## config.mk

```make
export PLATFORM = sky130hd
export DESIGN_NAME = instr_fetch
export DESIGN_NICKNAME = d
export VERILOG_FILES = /design/src/rtl/instr_fetch.sv
export SDC_FILE = /design/constraint.sdc
export NUM_CORES = 1
export LEC_CHECK = 0
export ABC_AREA = 1
export CELL_PAD_IN_SITES_DETAIL_PLACEMENT = 1
export CELL_PAD_IN_SITES_GLOBAL_PLACEMENT = 2
export CORE_MARGIN = 2
export CORE_UTILIZATION = 25
export CTS_CLUSTER_SIZE = 24
export DETAILED_ROUTE_END_ITERATION = 12
export PLACE_DENSITY_LB_ADDON = 0.1
export SLEW_MARGIN = 20
export SYNTH_ARGS = -nofsm -noshare
export SYNTH_HDL_FRONTEND = slang
export SYNTH_SLANG_ARGS = --single-unit
```

## constraint.sdc

```tcl
create_clock -name clk -period 3.5 [get_ports clk]
set_input_delay 0.7 -clock clk [delete_from_list [all_inputs] [get_ports clk]]
set_output_delay 0.7 -clock clk [all_outputs]
set_load 0.01 [all_outputs]
```

## src/rtl/instr_fetch.sv

```systemverilog
// -----------------------------------------------------------------------------
// instr_fetch
//   Instruction fetch unit. It holds the program counter and issues
//   single-word reads to instruction memory on request. The returned word is
//   captured into an instruction register, which also drives the decoded
//   field outputs.
//
//   Parameters
//     RESET_PC  PC value loaded on reset
//     PC_STEP   word-address increment for the sequential PC
//     TIMEOUT   maximum REQ cycles without imemAck (timeout build only)
//
//   Ports
//     clk, rst            clock; synchronous active-high reset
//     fetchStart          one-cycle pulse: fetch the word at the current pc
//     incPC, brTaken      PC update strobe; brTaken selects brTarget
//     brTarget            branch target address
//     halt                blocks new fetches while high
//     imemReq, imemAddr   instruction-memory read request and address
//     imemAck, imemData   memory response strobe and returned word
//     pc, instr           PC register and instruction register
//     opcode..func        fields decoded from instr
//     instrValid          instr holds a fetched word not yet superseded
//     busy                a memory request is outstanding
//     fetchErr            sticky fetch-timeout flag
//
//   Build option
//     IFETCH_TIMEOUT_EN   when defined, a request that gets no imemAck within
//                         TIMEOUT cycles moves the unit to an error state that
//                         only rst can leave. When undefined, a request waits
//                         indefinitely and fetchErr is tied low.
// -----------------------------------------------------------------------------
module instr_fetch #(
    parameter logic [31:0] RESET_PC = 32'h0000_0000,
    parameter logic [31:0] PC_STEP  = 32'd1,
    parameter int unsigned TIMEOUT  = 255
) (
    input  logic        clk,
    input  logic        rst,
    input  logic        fetchStart,
    input  logic        incPC,
    input  logic        brTaken,
    input  logic [31:0] brTarget,
    input  logic        halt,
    output logic        imemReq,
    output logic [31:0] imemAddr,
    input  logic        imemAck,
    input  logic [31:0] imemData,
    output logic [31:0] pc,
    output logic [31:0] instr,
    output logic [5:0]  opcode,
    output logic [4:0]  rs,
    output logic [4:0]  rt,
    output logic [4:0]  rd,
    output logic [15:0] imm,
    output logic [3:0]  func,
    output logic        instrValid,
    output logic        busy,
    output logic        fetchErr
);

`ifdef IFETCH_TIMEOUT_EN
    typedef enum logic [1:0] {
        IDLE = 2'd0,
        REQ  = 2'd1,
        ERR  = 2'd2
    } state_t;

    localparam int unsigned CW = (TIMEOUT > 1) ? $clog2(TIMEOUT + 1) : 1;
    // Last count value before the error transition; an ack in that same
    // cycle still takes priority.
    localparam logic [CW-1:0] T_LAST = CW'(TIMEOUT - 1);

    logic [CW-1:0] tCount;
`else
    typedef enum logic [1:0] {
        IDLE = 2'd0,
        REQ  = 2'd1
    } state_t;
`endif

    state_t      state;
    logic        pending;
    logic [31:0] pendPC;
    logic [31:0] nextPC;

    // Candidate PC for an incPC strobe in the current cycle. pc is frozen
    // while a request is outstanding, so this is also the value stored for
    // a deferred update.
    always_comb begin
        nextPC = brTaken ? brTarget : (pc + PC_STEP);
    end

    // imemAddr always reflects pc. Updates requested during REQ are parked
    // in pendPC until the ack edge, which keeps the address stable for the
    // whole request.
    assign imemAddr = pc;
    assign busy     = (state == REQ);

    assign opcode = instr[31:26];
    assign rs     = instr[25:21];
    assign rt     = instr[20:16];
    assign rd     = instr[15:11];
    assign imm    = instr[15:0];
    assign func   = instr[3:0];

    always_ff @(posedge clk) begin
        if (rst) begin
            state      <= IDLE;
            pc         <= RESET_PC;
            instr      <= '0;
            instrValid <= 1'b0;
            imemReq    <= 1'b0;
            pending    <= 1'b0;
            pendPC     <= '0;
`ifdef IFETCH_TIMEOUT_EN
            tCount     <= '0;
            fetchErr   <= 1'b0;
`endif
        end else begin
            case (state)
                IDLE: begin
                    if (incPC) begin
                        pc <= nextPC;
                    end
                    if (fetchStart && !halt) begin
                        state      <= REQ;
                        imemReq    <= 1'b1;
                        instrValid <= 1'b0;
`ifdef IFETCH_TIMEOUT_EN
                        tCount     <= '0;
`endif
                    end
                end

                REQ: begin
                    // fetchStart and halt have no effect once a request is out.
                    if (imemAck) begin
                        instr      <= imemData;
                        instrValid <= 1'b1;
                        imemReq    <= 1'b0;
                        state      <= IDLE;
                        pending    <= 1'b0;
                        // A strobe in the ack cycle is the newest update and
                        // supersedes any parked one.
                        if (incPC) begin
                            pc <= nextPC;
                        end else if (pending) begin
                            pc <= pendPC;
                        end
                    end else begin
                        if (incPC) begin
                            pending <= 1'b1;
                            pendPC  <= nextPC;
                        end
`ifdef IFETCH_TIMEOUT_EN
                        if (tCount == T_LAST) begin
                            state    <= ERR;
                            imemReq  <= 1'b0;
                            fetchErr <= 1'b1;
                        end else begin
                            tCount <= tCount + 1'b1;
                        end
`endif
                    end
                end

`ifdef IFETCH_TIMEOUT_EN
                ERR: begin
                    // Terminal until rst; fetchStart and incPC are ignored.
                    imemReq <= 1'b0;
                end
`endif

                default: begin
                    state   <= IDLE;
                    imemReq <= 1'b0;
                end
            endcase
        end
    end

`ifndef IFETCH_TIMEOUT_EN
    assign fetchErr = 1'b0;
`endif

endmodule

```

==> results.md, run 1 <==
- The first-pass GRT wire length is between 30000 and 40000 um.
- The data arrival time at the worst-slack endpoint is ~1.6 ns.
- Ranked by instance count, the synthesized netlist is headed by sky130_fd_sc_hd__nand2_1 (190), sky130_fd_sc_hd__nor2_1 (175), sky130_fd_sc_hd__dfxtp_1 (99).
- The netlist uses 33 different library cells.
- The worst setup path category is register to output port.
- The leakage power summed over all cells is approximately 3 nW.
- Wires add up to 20300 um.
- The estimated wirelength of the detail-placed design is 15000 um.
- Summed over its instances, the top area cell type makes up 34.8% of the synthesized netlist area.
- The fill cell instance count of the final layout is 2868.
- The largest delay contributor family on the critical path is buffers and inverters.
- Together, buffers and inverters on the worst path number 1.
- The first TritonRoute pass finished after 4 iterations.
- The startpoint identified for the worst hold timing path is pendPC[0].
- After synthesis, the share of flip-flops with an asynchronous set or reset is 0%.
- The delay of the slowest critical-path stage is 0.62 ns.
- The worst setup path is launched from a register.
- The share of the cycle needed by the critical path after routing is 64.5%.
- The startpoint of the most critical register-to-register path is imemAddr[0].
- The detail route stage leaves a number of antenna-violating nets equal to 0.
- The logic depth of the worst path, buffers included is 1.
- Setup repair after global routing left no endpoint under its margin.
- Synthesis produced a netlist whose cell count is 878.
- Of all nets on the critical path, the largest fanout is 8.
- The initial utilization of the core area, before any placement, comes to 25.3%.
- The number of antenna diodes in the final layout is 0.
- Clock-pin slew was measured on the worst setup and hold paths at roughly 0.070 ns.
- The insertion delay of the later-clocked pin in the worst-skew pair is 0.36 ns.
- The number of global-route vias before repair is 5740.
- The worst pin sits at a relative slew slack of 62.3%.
- The final hold violation count is 0.
- The path class of the lowest-slack min-delay path is register to register.
- The detail-routed net length per standard cell is 15.7 um.
- The setup TNS is 0 ns.
- The combined global-route utilization of all metal layers is between 10% and 20%.
- Gates resized during post-CTS repair numbered 0.
- The relative area change from synthesis to final layout is 36.4%.
- The worst hold path was traced through 2 stages.
- The number of antenna violations at the first check in global routing was 0.
- The floorplan has 55 rows.
- Measured along the y axis, the die boundary spans 155 um.
- 212 I/O pins were placed.
- The kind of end point of the critical path is an output port.
- The worst register-to-register path has a setup slack of 1.25 ns.
- The synthesized design contains 99 register bits.
- The synthesized netlist net count is 950.
- The number of DRC markers after the initial detailed-route iteration is 194.
- The CTS buffer count is 9.
- The worst hold slack is 0.483 ns.
- The transition time at the pin with the least slew margin is 0.565 ns.
- The origin of the worst setup path is imemAddr[0].
- The number of flops mapped to enable cells by yosys is 0.
- The total vias in the final route is 5751.
- TritonCTS built the clock tree.
- The number of H-tree branching levels is 3.
- Among all flip-flop cells after synthesis, the most frequent one is sky130_fd_sc_hd__dfxtp_1.
- Yosys printed 0 warnings.
- The net count of the finished layout is 1069.
- The required time at the worst-slack endpoint is 2.80 ns.
- The number of buffers inserted for hold repair after clock tree synthesis is 0.
- The number of slew-limit violations in the final report came to 0.
- The proportion of synthesized chip area in sequential cells is a little over a third.
- Counting along the longest clock path gives a buffer depth of 2.
- The number of input and output port buffers inserted is 210.
- The mapped netlist covers 0.00569 sq mm.
- The path with the worst hold slack has its endpoint at pendPC[0].
- The largest net degree at the start of global routing is 52.
- The cell depth of the worst flop-to-flop path is 12.
- Buffers added to address setup during post-CTS repair amount to 0.
- Derived from the worst setup path, the maximum achievable clock frequency is about 440 MHz.
- VDD sags by at most 0.000191 V.
- The tool flagged a number of max-cap violations equal to 0.
- The die area is roughly 0.024 sq mm.
- For the final database, setup skew stands at 0.00758 ns.
- The leading area contributor after synthesis is sky130_fd_sc_hd__dfxtp_1.
- The number of sinks driven by the clock tree is 99.
- The final global-route overflow total is 0.
- The die width is approximately 150 um.
- The flow ran to the end, and the final reports show no timing, DRC or antenna violations.
- The post-route netlist has 5.69% of its cells at a drive strength greater than 1.
- Setup violations remaining at the end of the flow were counted as 0.
- In the post-synthesis netlist, the biggest area contributors are sky130_fd_sc_hd__dfxtp_1 (35%), sky130_fd_sc_hd__nand2_1 (13%), sky130_fd_sc_hd__nor2_1 (12%), sky130_fd_sc_hd__buf_4 (9.9%), sky130_fd_sc_hd__o21ai_0 (6.3%).
- Averaged over all synthesized cells, the footprint is 6.48 sq um.
- The root buffer cell is sky130_fd_sc_hd__clkbuf_16.
- For this design the ratio of total power to cell area is around 370 mW/mm^2.
- The vias per cell is 4.47.
- The routed design could run at a clock period as short as 2.26 ns.
- After detailed routing, the number of remaining DRC violations is 0.
- The master of the slowest instance on the critical path is sky130_fd_sc_hd__clkdlybuf4s50_1.
- The congestion estimate from routability-driven global placement came to 0.759.
- The core footprint is 0.0225 sq mm.
- Walking the worst path, the cells encountered are clkdlybuf4s50_1.
- The worst flop-to-flop path endpoint is pendPC[14].
- The most used standard cell by instance count after synthesis is sky130_fd_sc_hd__nand2_1.
[through the flow]
| stage | setup slack [ns] | util, % | std cells | instance area [sq um] | power [mW] |
|---|---|---|---|---|---|
| floorplan | 1.79 | - | 878 | 5690 | 1.59 |
| global placement | 1.13 | 33.2 | 1271 | 7480 | 1.87 |
| detailed placement | 1.07 | 33.2 | 1271 | 7480 | 1.88 |
| CTS | 1.22 | 34.5 | 1287 | 7770 | 2.90 |
| global route | 1.02 | 34.5 | 1287 | 7770 | 3.01 |
| finish | 1.24 | 34.5 | 1287 | 7770 | 2.84 |
[worst max-delay path by stage]
| stage | endpoint |
|---|---|
| 2_1_floorplan | pendPC[14] |
| 3_5_place_dp | imemAddr[3] |
| 4_1_cts | pendPC[14] |
| 6_report | imemAddr[0] |
| 3_3_place_gp | imemAddr[4] |
| 5_1_grt | imemAddr[30] |
[sequential cells by signal, summed over array words and instances, names as in the netlist]
register / flops
instrValid: 1
imemReq: 1
instr: 32
imemAddr: 32
pendPC: 32
pending: 1
[logic make-up after synthesis]
| kind of cell | after synthesis | share of synthesized area (%) |
|---|---|---|
| compound gates | 156 | 14.6 |
| xor+xnor | 6 | 0.923 |
| fa+ha+maj | 1 | 0.220 |
| buf+inv | 173 | 17.8 |
| flops | 99 | 34.8 |
| other cells | 1 | 0.0659 |
| simple gates | 442 | 31.6 |
[placed cells by master (no fill, tap or decap), types with 3 or more instances in the layout]
cell type                         Yosys  final
sky130_fd_sc_hd__a31oi_1              5      5
sky130_fd_sc_hd__o21ai_0             72     72
sky130_fd_sc_hd__xnor2_1              3      3
sky130_fd_sc_hd__o21ai_1              3      3
sky130_fd_sc_hd__nor2_1             175    174
sky130_fd_sc_hd__buf_4               75     13
sky130_fd_sc_hd__xor2_1               3      3
sky130_fd_sc_hd__dfxtp_1             99     99
sky130_fd_sc_hd__nand3_1             49     49
sky130_fd_sc_hd__clkbuf_16            0      9
sky130_fd_sc_hd__o211ai_1             7      7
sky130_fd_sc_hd__inv_1               54     54
sky130_fd_sc_hd__a221oi_1             3      3
sky130_fd_sc_hd__or2_2               14     14
sky130_fd_sc_hd__nor2_2               6      6
sky130_fd_sc_hd__o21bai_1             3      3
sky130_fd_sc_hd__clkdlybuf4s50_1      0    210
sky130_fd_sc_hd__nand2_2              3      3
sky130_fd_sc_hd__nand2_1            190    190
sky130_fd_sc_hd__nor2_4               2      3
sky130_fd_sc_hd__a21oi_1             60     60
[final cells by class]
cell class	count	area (sq um)	share of cell area, %
repair buffers	224	2220	28.6
well taps	285	357	4.59
multi-input cells	606	2710	34.9
clock buffers	11	243	3.13
flip-flops and latches	99	1980	25.5
clock inverters	5	43.8	0.564
inverters	57	214	2.75
[worst reg2reg max path: stages (launching register included)]
cell and delay, ns:
sky130_fd_sc_hd__dfxtp_1 0.58, sky130_fd_sc_hd__ha_1 0.33, sky130_fd_sc_hd__nand2_1 0.11, sky130_fd_sc_hd__nor2_2 0.18, sky130_fd_sc_hd__nand2_2 0.16, sky130_fd_sc_hd__nor2_4 0.21, sky130_fd_sc_hd__nand2_1 0.10, sky130_fd_sc_hd__a21oi_1 0.13
sky130_fd_sc_hd__o21ai_1 0.11, sky130_fd_sc_hd__nand2_1 0.09, sky130_fd_sc_hd__nand2_1 0.05, sky130_fd_sc_hd__nand2_1 0.07, sky130_fd_sc_hd__inv_1 0.03
[where the power goes]
group	switching (mW)	internal (mW)
Combinational	0.266	0.310
Clock	0.486	0.512
Sequential	0.0837	1.18
[per-layer routing]
metal	global-route usage [%]	part of all wire, %	vias up
li1	-	-	2953
met1	22.2	48	2651
met2	29.3	47	140
met3	3.40	4.0	7
met4	2.78	0.60	0
met5	0	0	-
Power figures use the tool's default switching activity.
==> run 2, diff against run 1 <==
- CORE_UTILIZATION: 25 -> 23
- clock period: 3.5 -> 2.3 ns (I/O delays scaled with it)
==> results.md, run 2 (same netlist as run 1, synthesis figures left out) <==
- The fraction of power consumed by the clock network is 37.3%.
- The flow ran to the end, and the final reports show no timing, DRC or antenna violations.
- For this design the static power due to leakage is ~3.1 nW.
- In the final timing run, aggregate negative setup slack is 0 ns.
- Including well taps, the total number of placed cells is 1323.
- CTS built an H-tree with a depth of 3.
- Setup repair after global routing left no endpoint under its margin.
- The final global-route overflow total is 0.
- The count of antenna diodes in the layout is 0.
- For this design the total switching power over the nets is around 1.4 mW.
- The share of final-layout standard cells stronger than drive strength 1 is 7.09%.
- For this run, the total global-route usage over all layers was measured as 16.3%.
- Summed over all layers, the routed wires come to 21300 um.
- The first global-routing pass estimated approximately 33000 um of wire.
- For this block, the initial DRC count from the detailed router was 219.
- In this run, flip-flops and latches consume about 42% of the power.
- The CTS buffer count is 9.
- The floorplan step defined a die boundary enclosing between 0.02 and 0.03 sq mm.
- The number of slew-limit violations in the final report was 0.
- Of all nets on the critical path, the largest fanout is 8.
- The origin of the worst setup path is imemAddr[2].
- The startpoint of the most critical register-to-register path is imemAddr[1].
- The vertical die dimension is 161 um.
- The top cell types in the final layout, fill and taps aside, are sky130_fd_sc_hd__clkdlybuf4s50_1 (209), sky130_fd_sc_hd__nand2_1 (190), sky130_fd_sc_hd__nor2_1 (174), sky130_fd_sc_hd__dfxtp_1 (99), sky130_fd_sc_hd__o21ai_0 (72).
- The highest attainable clock frequency is 501 MHz.
- The kind of end point of the critical path is an output port.
- For the pin with the worst max-slew slack, the measured transition is 0.503 ns.
- Of the total power, the share spent switching nets is 30.0%.
- The number of antenna violations at the first check in global routing is 0.
- The floorplan step defined a core boundary enclosing 0.0243 sq mm.
- The number of sinks driven by the clock tree is slightly below 100.
- The tree is rooted in a sky130_fd_sc_hd__clkbuf_16.
- Routability-driven placement finished with a final weighted congestion of ~0.74.
- The clock passes through at most 2 buffers.
- The library cell used most frequently in the layout, excluding fill and tap cells, is sky130_fd_sc_hd__clkdlybuf4s50_1.
- The worst clock skew is 0.0113 ns.
- The worst setup path is of the register to output port kind.
- Dividing the detail-routed via count by the number of cells gives 4.37.
- STA puts the critical path data required time at 1.84 ns.
- The largest single stage delay on the critical path is between 0.6 and 0.7 ns.
- The worst path meets setup with 0.303 ns of slack.
- The number of buffers inserted for hold repair after clock tree synthesis is 0.
- In this design, the largest share of critical-path delay is due to buffers and inverters.
- The clock transition time at the flip-flop clock pins of the worst setup and hold paths is 0.08 ns.
- The share of the cycle needed by the critical path after routing is just under 90%.
- The final-report setup violation count is 0.
- The worst register-to-register path has a setup slack of 0.34 ns.
- The remaining antenna violation count is 0.
- The tightest min-delay check is of the register to register type.
- The insertion delay of the later-clocked pin in the worst-skew pair is 0.36 ns.
- The final hold violation count was 0.
- The relative area change from synthesis to final layout is 40.5%.
- The pre-antenna-repair detailed-routing pass consisted of 4 iterations.
- The initial core utilization is 23.4%.
- The worst flop-to-flop path endpoint is imemAddr[30].
- The worst setup path is launched from a register.
- The worst-case vdd ir drop is 0.000392 V.
- Buffers placed on the I/O ports in this run total 210.
- In the final routed layout, each cell accounts on average for 15.9 um.
- The number of global-route vias before repair came to 5827.
- The standard-cell row count is 57.
- For this run, design rule violations remaining after detail routing come to 0.
- The internal portion of total power is 3.17 mW.
- Together, buffers and inverters on the worst path number 1.
- In this run the worst setup path terminates at pc[2].
- 212 I/O pins were placed.
- TritonCTS built the clock tree.
- The total vias in the final route is approximately 5900.
- Walking the worst path, the cells encountered are clkdlybuf4s50_1.
- Once detailed placement completed, the half-perimeter wirelength came to between 15000 and 20000 um.
- The largest net degree at the start of global routing is 52.
- The data arrival time at the worst-slack endpoint is approximately 1.5 ns.
- The number of nets in the final layout is about 1100.
- The logic depth of the worst path, buffers included is 1.
- The cell depth of the worst flop-to-flop path is 12.
- Per report_power, the combinational group accounts for roughly a fifth of the total.
- Leaving out filler cells and counting taps, the final layout contains between 1000 and 1500.
- The design draws ~4.5 mW.
- The startpoint of the worst hold path is pendPC[0].
- The total power divided by cell area is between 500 and 600 mW/mm^2.
- The worst max-slew margin expressed relative to the limit is 66.4%.
- The slowest stage of the critical path is the sky130_fd_sc_hd__clkdlybuf4s50_1 cell.
- The worst slack at placement is 0.210 ns.
- Max-cap violations in this run came to 0.
- Post-CTS timing repair inserted 0 buffers for setup.
- Gates resized during post-CTS repair numbered 0.
- The worst path needs 2.00 ns of the cycle, external delays included.
- Measured along the x axis, the die boundary spans 161 um.
## run 2: worst min-delay path by stage
stage | to | cells past startpoint
final | pendPC[0] | 2
after global routing | pendPC[0] | 2
after CTS | pendPC[0] | 2
after detailed placement | pendPC[0] | 2
after global placement | pendPC[0] | 2
after floorplan | pendPC[0] | 2
## run 2: power groups by stage
stage	clock [mW]	sequential, mW	combinational [mW]
after floorplan	0	1.95	0.472
after global placement	0	1.95	0.946
after detailed placement	0	1.95	0.948
after CTS	1.75	1.91	0.953
after global routing	1.81	1.93	1.03
final	1.69	1.91	0.934
## run 2: cell type report
class	instances	area, sq um
clock buffers	9	225
clock inverters	7	92.6
fillers	3001	16300
inverters	57	214
multi-input cells	606	2710
flip-flops and latches	99	1980
well taps	324	405
repair buffers	237	2370
## run 2: worst register-to-register path, stage by stage (launching register included)
cell and delay [ns]:
sky130_fd_sc_hd__dfxtp_1 0.35, sky130_fd_sc_hd__ha_1 0.29, sky130_fd_sc_hd__nand2_1 0.12, sky130_fd_sc_hd__nor2_2 0.19, sky130_fd_sc_hd__nand2_1 0.18, sky130_fd_sc_hd__nor2_1 0.23
sky130_fd_sc_hd__nand2_1 0.08, sky130_fd_sc_hd__nand2_1 0.06, sky130_fd_sc_hd__nand3_1 0.06, sky130_fd_sc_hd__nand2_1 0.09, sky130_fd_sc_hd__nand2_1 0.06, sky130_fd_sc_hd__nand2_1 0.07
sky130_fd_sc_hd__a21oi_1 0.05
## run 2: layer usage
metal / GRT usage [%] / up-vias / part of all wire [%] / wire length, um
met2: 28.6 / 133 / 48 / 10300
met5: 0 / - / 0 / 0
li1: - / 2972 / - / -
met4: 2.80 / 0 / 0.71 / 152
met1: 21.3 / 2737 / 47 / 10100
met3: 2.65 / 8 / 3.5 / 739
## run 2: per-stage QoR
| step | cell area [sq um] | util (%) | hold WS, ns |
|---|---|---|---|
| final | 8000 | 32.9 | 0.464 |
| after global routing | 8000 | 32.9 | 0.509 |
| after CTS | 8000 | 32.9 | 0.465 |
| after detailed placement | 7680 | 31.6 | 0.452 |
| after global placement | 7680 | 31.6 | 0.460 |
| after floorplan | 5690 | - | 0.425 |
==> run 3, diff against run 2 <==
- GPL_TIMING_DRIVEN: default -> 0
- HOLD_SLACK_MARGIN: default -> 0.02
==> results.md, run 3 (same netlist as run 1, synthesis figures left out) <==
- The flow ran to the end, and the final reports show no timing, DRC or antenna violations.
- The floorplan step defined a die boundary enclosing 0.0260 sq mm.
- The combined global-route utilization of all metal layers is 18.4%.
- The number of antenna violations at the first check in global routing is 0.
- The total power divided by cell area is 535 mW/mm^2.
- The required time at the worst-slack endpoint is 1.84 ns.
- The remaining routing DRC violations is 0.
- The worst setup path category is register to output port.
- The signal on the critical path passes through buf_4 > clkdlybuf4s50_1.
- The delay of the slowest critical-path stage is between 0.5 and 0.6 ns.
- The number of H-tree branching levels is 3.
- The worst clock skew is between 0.01 and 0.015 ns.
- Cells fill approximately a third of the core in the end.
- In this run the static leakage power is 3.43 nW.
- The number of buffers inserted for hold repair after clock tree synthesis is 0.
- The number of sinks driven by the clock tree is 99.
- The setup slack after layout is 0.211 ns.
- In the routed layout, each cell is associated on average with a via count of about 4.3.
- The kind of cell with the highest combined delay along the critical path is buffers and inverters.
- The congestion estimate from routability-driven global placement came to between 0.8 and 0.9.
- The number of slew-limit violations in the final report is 0.
- The floorplan has between 50 and 60 rows.
- The root buffer cell is sky130_fd_sc_hd__clkbuf_16.
- Together, buffers and inverters on the worst path number 2.
- Clock-pin slew was measured on the worst setup and hold paths at 0.08 ns.
- The top cell types in the final layout, fill and taps aside, are sky130_fd_sc_hd__clkdlybuf4s50_1 (208), sky130_fd_sc_hd__nand2_1 (190), sky130_fd_sc_hd__nor2_1 (173), sky130_fd_sc_hd__dfxtp_1 (97), sky130_fd_sc_hd__buf_4 (75).
- The final global-route overflow total is 0.
- The final layout contains 1169 nets.
- Setup repair after global routing left no endpoint under its margin.
- Along the worst hold path, the cell count comes to 4.
- The storage element area is 0.00198 sq mm.
- OpenSTA, run right after detailed placement, puts the worst setup slack at -0.187 ns.
- During I/O placement, the number of pins put on the boundary was 212.
- The routed layout has 6184 vias.
- The count of maximum capacitance violations is 0.
- The startpoint of the worst hold path is rst.
- After layout, the worst path uses 90.8% of the clock period.
- The kind of end point of the critical path is an output port.
- The share of final-layout standard cells stronger than drive strength 1 is 12.6%.
- The floorplan step defined a core boundary enclosing approximately 0.024 sq mm.
- IR analysis of the VDD net gives a maximum drop of 0.000287 V.
- The clock tree from TritonCTS is built.
- The path class of the lowest-slack min-delay path is input pin to register.
- The remaining antenna violation count is 0.
- The post-detailed-routing wire length is 23800 um.
- Across all register-to-register paths, the minimum setup slack is 0.27 ns.
- Counting the fill cells in the layout gives just over 3000.
- The routed design could run at a clock period as short as ~2.1 ns.
- The relative area change from synthesis to final layout is 49.1%.
- The insertion delay of the later-clocked pin in the worst-skew pair is 0.37 ns.
- The estimated wirelength of the detail-placed design is 18500 um.
- The worst-path maximum fanout is 8.
- Entering global routing, the biggest net connects 19 pins.
- The repair_antennas step left the layout with diodes totalling 0.
- The initial core utilization is 23.4%.
- The first-pass GRT wire length is 36800 um.
- The number of global-route vias before repair is 6302.
- The worst max-slew margin expressed relative to the limit is 42.5%.
- For the pin with the worst max-slew slack, the measured transition is between 0.8 and 0.9 ns.
- The worst hold path terminates at pendPC[6].
- The startpoint of the most critical register-to-register path is imemAddr[0].
- The cell depth of the worst flop-to-flop path is 12.
- The master of the slowest instance on the critical path is sky130_fd_sc_hd__clkdlybuf4s50_1.
- The detail-routed net length per standard cell is 16.7 um.
- The final hold violation count was 0.
- In this run, the number of DRC markers left after iteration 0 of detailed routing was 238.
- The count of buffers added on input and output ports is 208.
- Counting the buffers created by CTS gives 9.
- The highest attainable clock frequency is 479 MHz.
- The data arrival time at the worst-slack endpoint is roughly 1.6 ns.
- The vertical die dimension is 161 um.
- The multi-input logic area is 0.00271 sq mm.
- STA classifies the critical path startpoint as a register.
- For this run, the detailed router's first-pass iteration total came to 4.
- Leaving out fill and tap cells, the most frequent cell in the layout is sky130_fd_sc_hd__clkdlybuf4s50_1.
- The maximum buffer depth of the clock tree is 2.
- The die width is 161 um.
- The worst flop-to-flop path endpoint is pendPC[14].
- The final-report setup violation count is 0.
-- run 3: cell types whose count changed in the layout (fill, tap and decap cells not counted), sizes merged --
cell | before | now
buf | 28 | 84
bufinv | 1 | 0
inv | 58 | 57
clkbuf | 9 | 42
clkinv | 5 | 4
clkdlybuf4s50 | 209 | 208
clkinvlp | 0 | 2
-- run 3: worst register-to-register path, cell delays in order (launching register included) --
cell and delay, ns:
sky130_fd_sc_hd__dfxtp_2 0.44, sky130_fd_sc_hd__ha_2 0.28, sky130_fd_sc_hd__nand2_1 0.12, sky130_fd_sc_hd__nor2_2 0.18, sky130_fd_sc_hd__nand2_2 0.17, sky130_fd_sc_hd__nor2_4 0.18
sky130_fd_sc_hd__nand2_1 0.09, sky130_fd_sc_hd__a21oi_1 0.12, sky130_fd_sc_hd__o21ai_1 0.11, sky130_fd_sc_hd__nand2_1 0.08, sky130_fd_sc_hd__nand2_1 0.04, sky130_fd_sc_hd__nand2_1 0.07
sky130_fd_sc_hd__inv_1 0.04
-- run 3: where the power goes --
| part | total, mW | switching [mW] | internal (mW) |
|---|---|---|---|
| sequential | 1.93 | 0.130 | 1.80 |
| clock | 1.60 | 0.809 | 0.789 |
| combinational | 1.02 | 0.455 | 0.564 |
-- run 3: worst max-delay path by stage --
| stage | start | to | depth (start not counted) |
|---|---|---|---|
| 6_report | imemAddr[2] | pc[2] | 2 |
| 4_1_cts | imemAddr[1] | imemAddr[30] | 12 |
| 3_3_place_gp | incPC | pendPC[13] | 7 |
| 2_1_floorplan | imemAddr[0] | pendPC[14] | 12 |
| 3_5_place_dp | incPC | pendPC[24] | 6 |
| 5_1_grt | imemAddr[0] | imemAddr[30] | 11 |
-- run 3: repair_timing --
action / in CTS / in global routing
buffers inserted: 0 / 0
resized for setup: 2 / 5
setup endpoints to repair: 3 / 9
pin swaps: 0 / 0
-- run 3: layout make-up --
class,instances,area share [%]
plain buffers,116,9.40
repair buffers,208,24.5
clock inverters,6,0.707
inverters,57,2.52
flip-flops and latches,99,23.4
multi-input cells,606,31.9
clock buffers,10,2.81
well taps,324,4.77
-- run 3: routing by layer --
metal	global-route usage [%]	vias up	wire length, um
li1	-	3160	-
met4	3.17	0	170
met1	23.8	2873	11000
met5	0	-	0
met3	3.11	10	1000
met2	32.5	141	11700
-- run 3: metrics by stage --
step / TNS, ns / hold slack [ns] / total power [mW] / cell area, sq um / cells
3_3_place_gp: -2.74 / 0.445 / 3.00 / 8180 / 1410
6_report: 0 / 0.454 / 4.55 / 8490 / 1426
3_5_place_dp: -3.17 / 0.462 / 3.01 / 8180 / 1410
2_1_floorplan: 0 / 0.425 / 2.42 / 5690 / 878
5_1_grt: 0 / 0.476 / 4.77 / 8490 / 1426
4_1_cts: 0 / 0.450 / 4.60 / 8480 / 1426
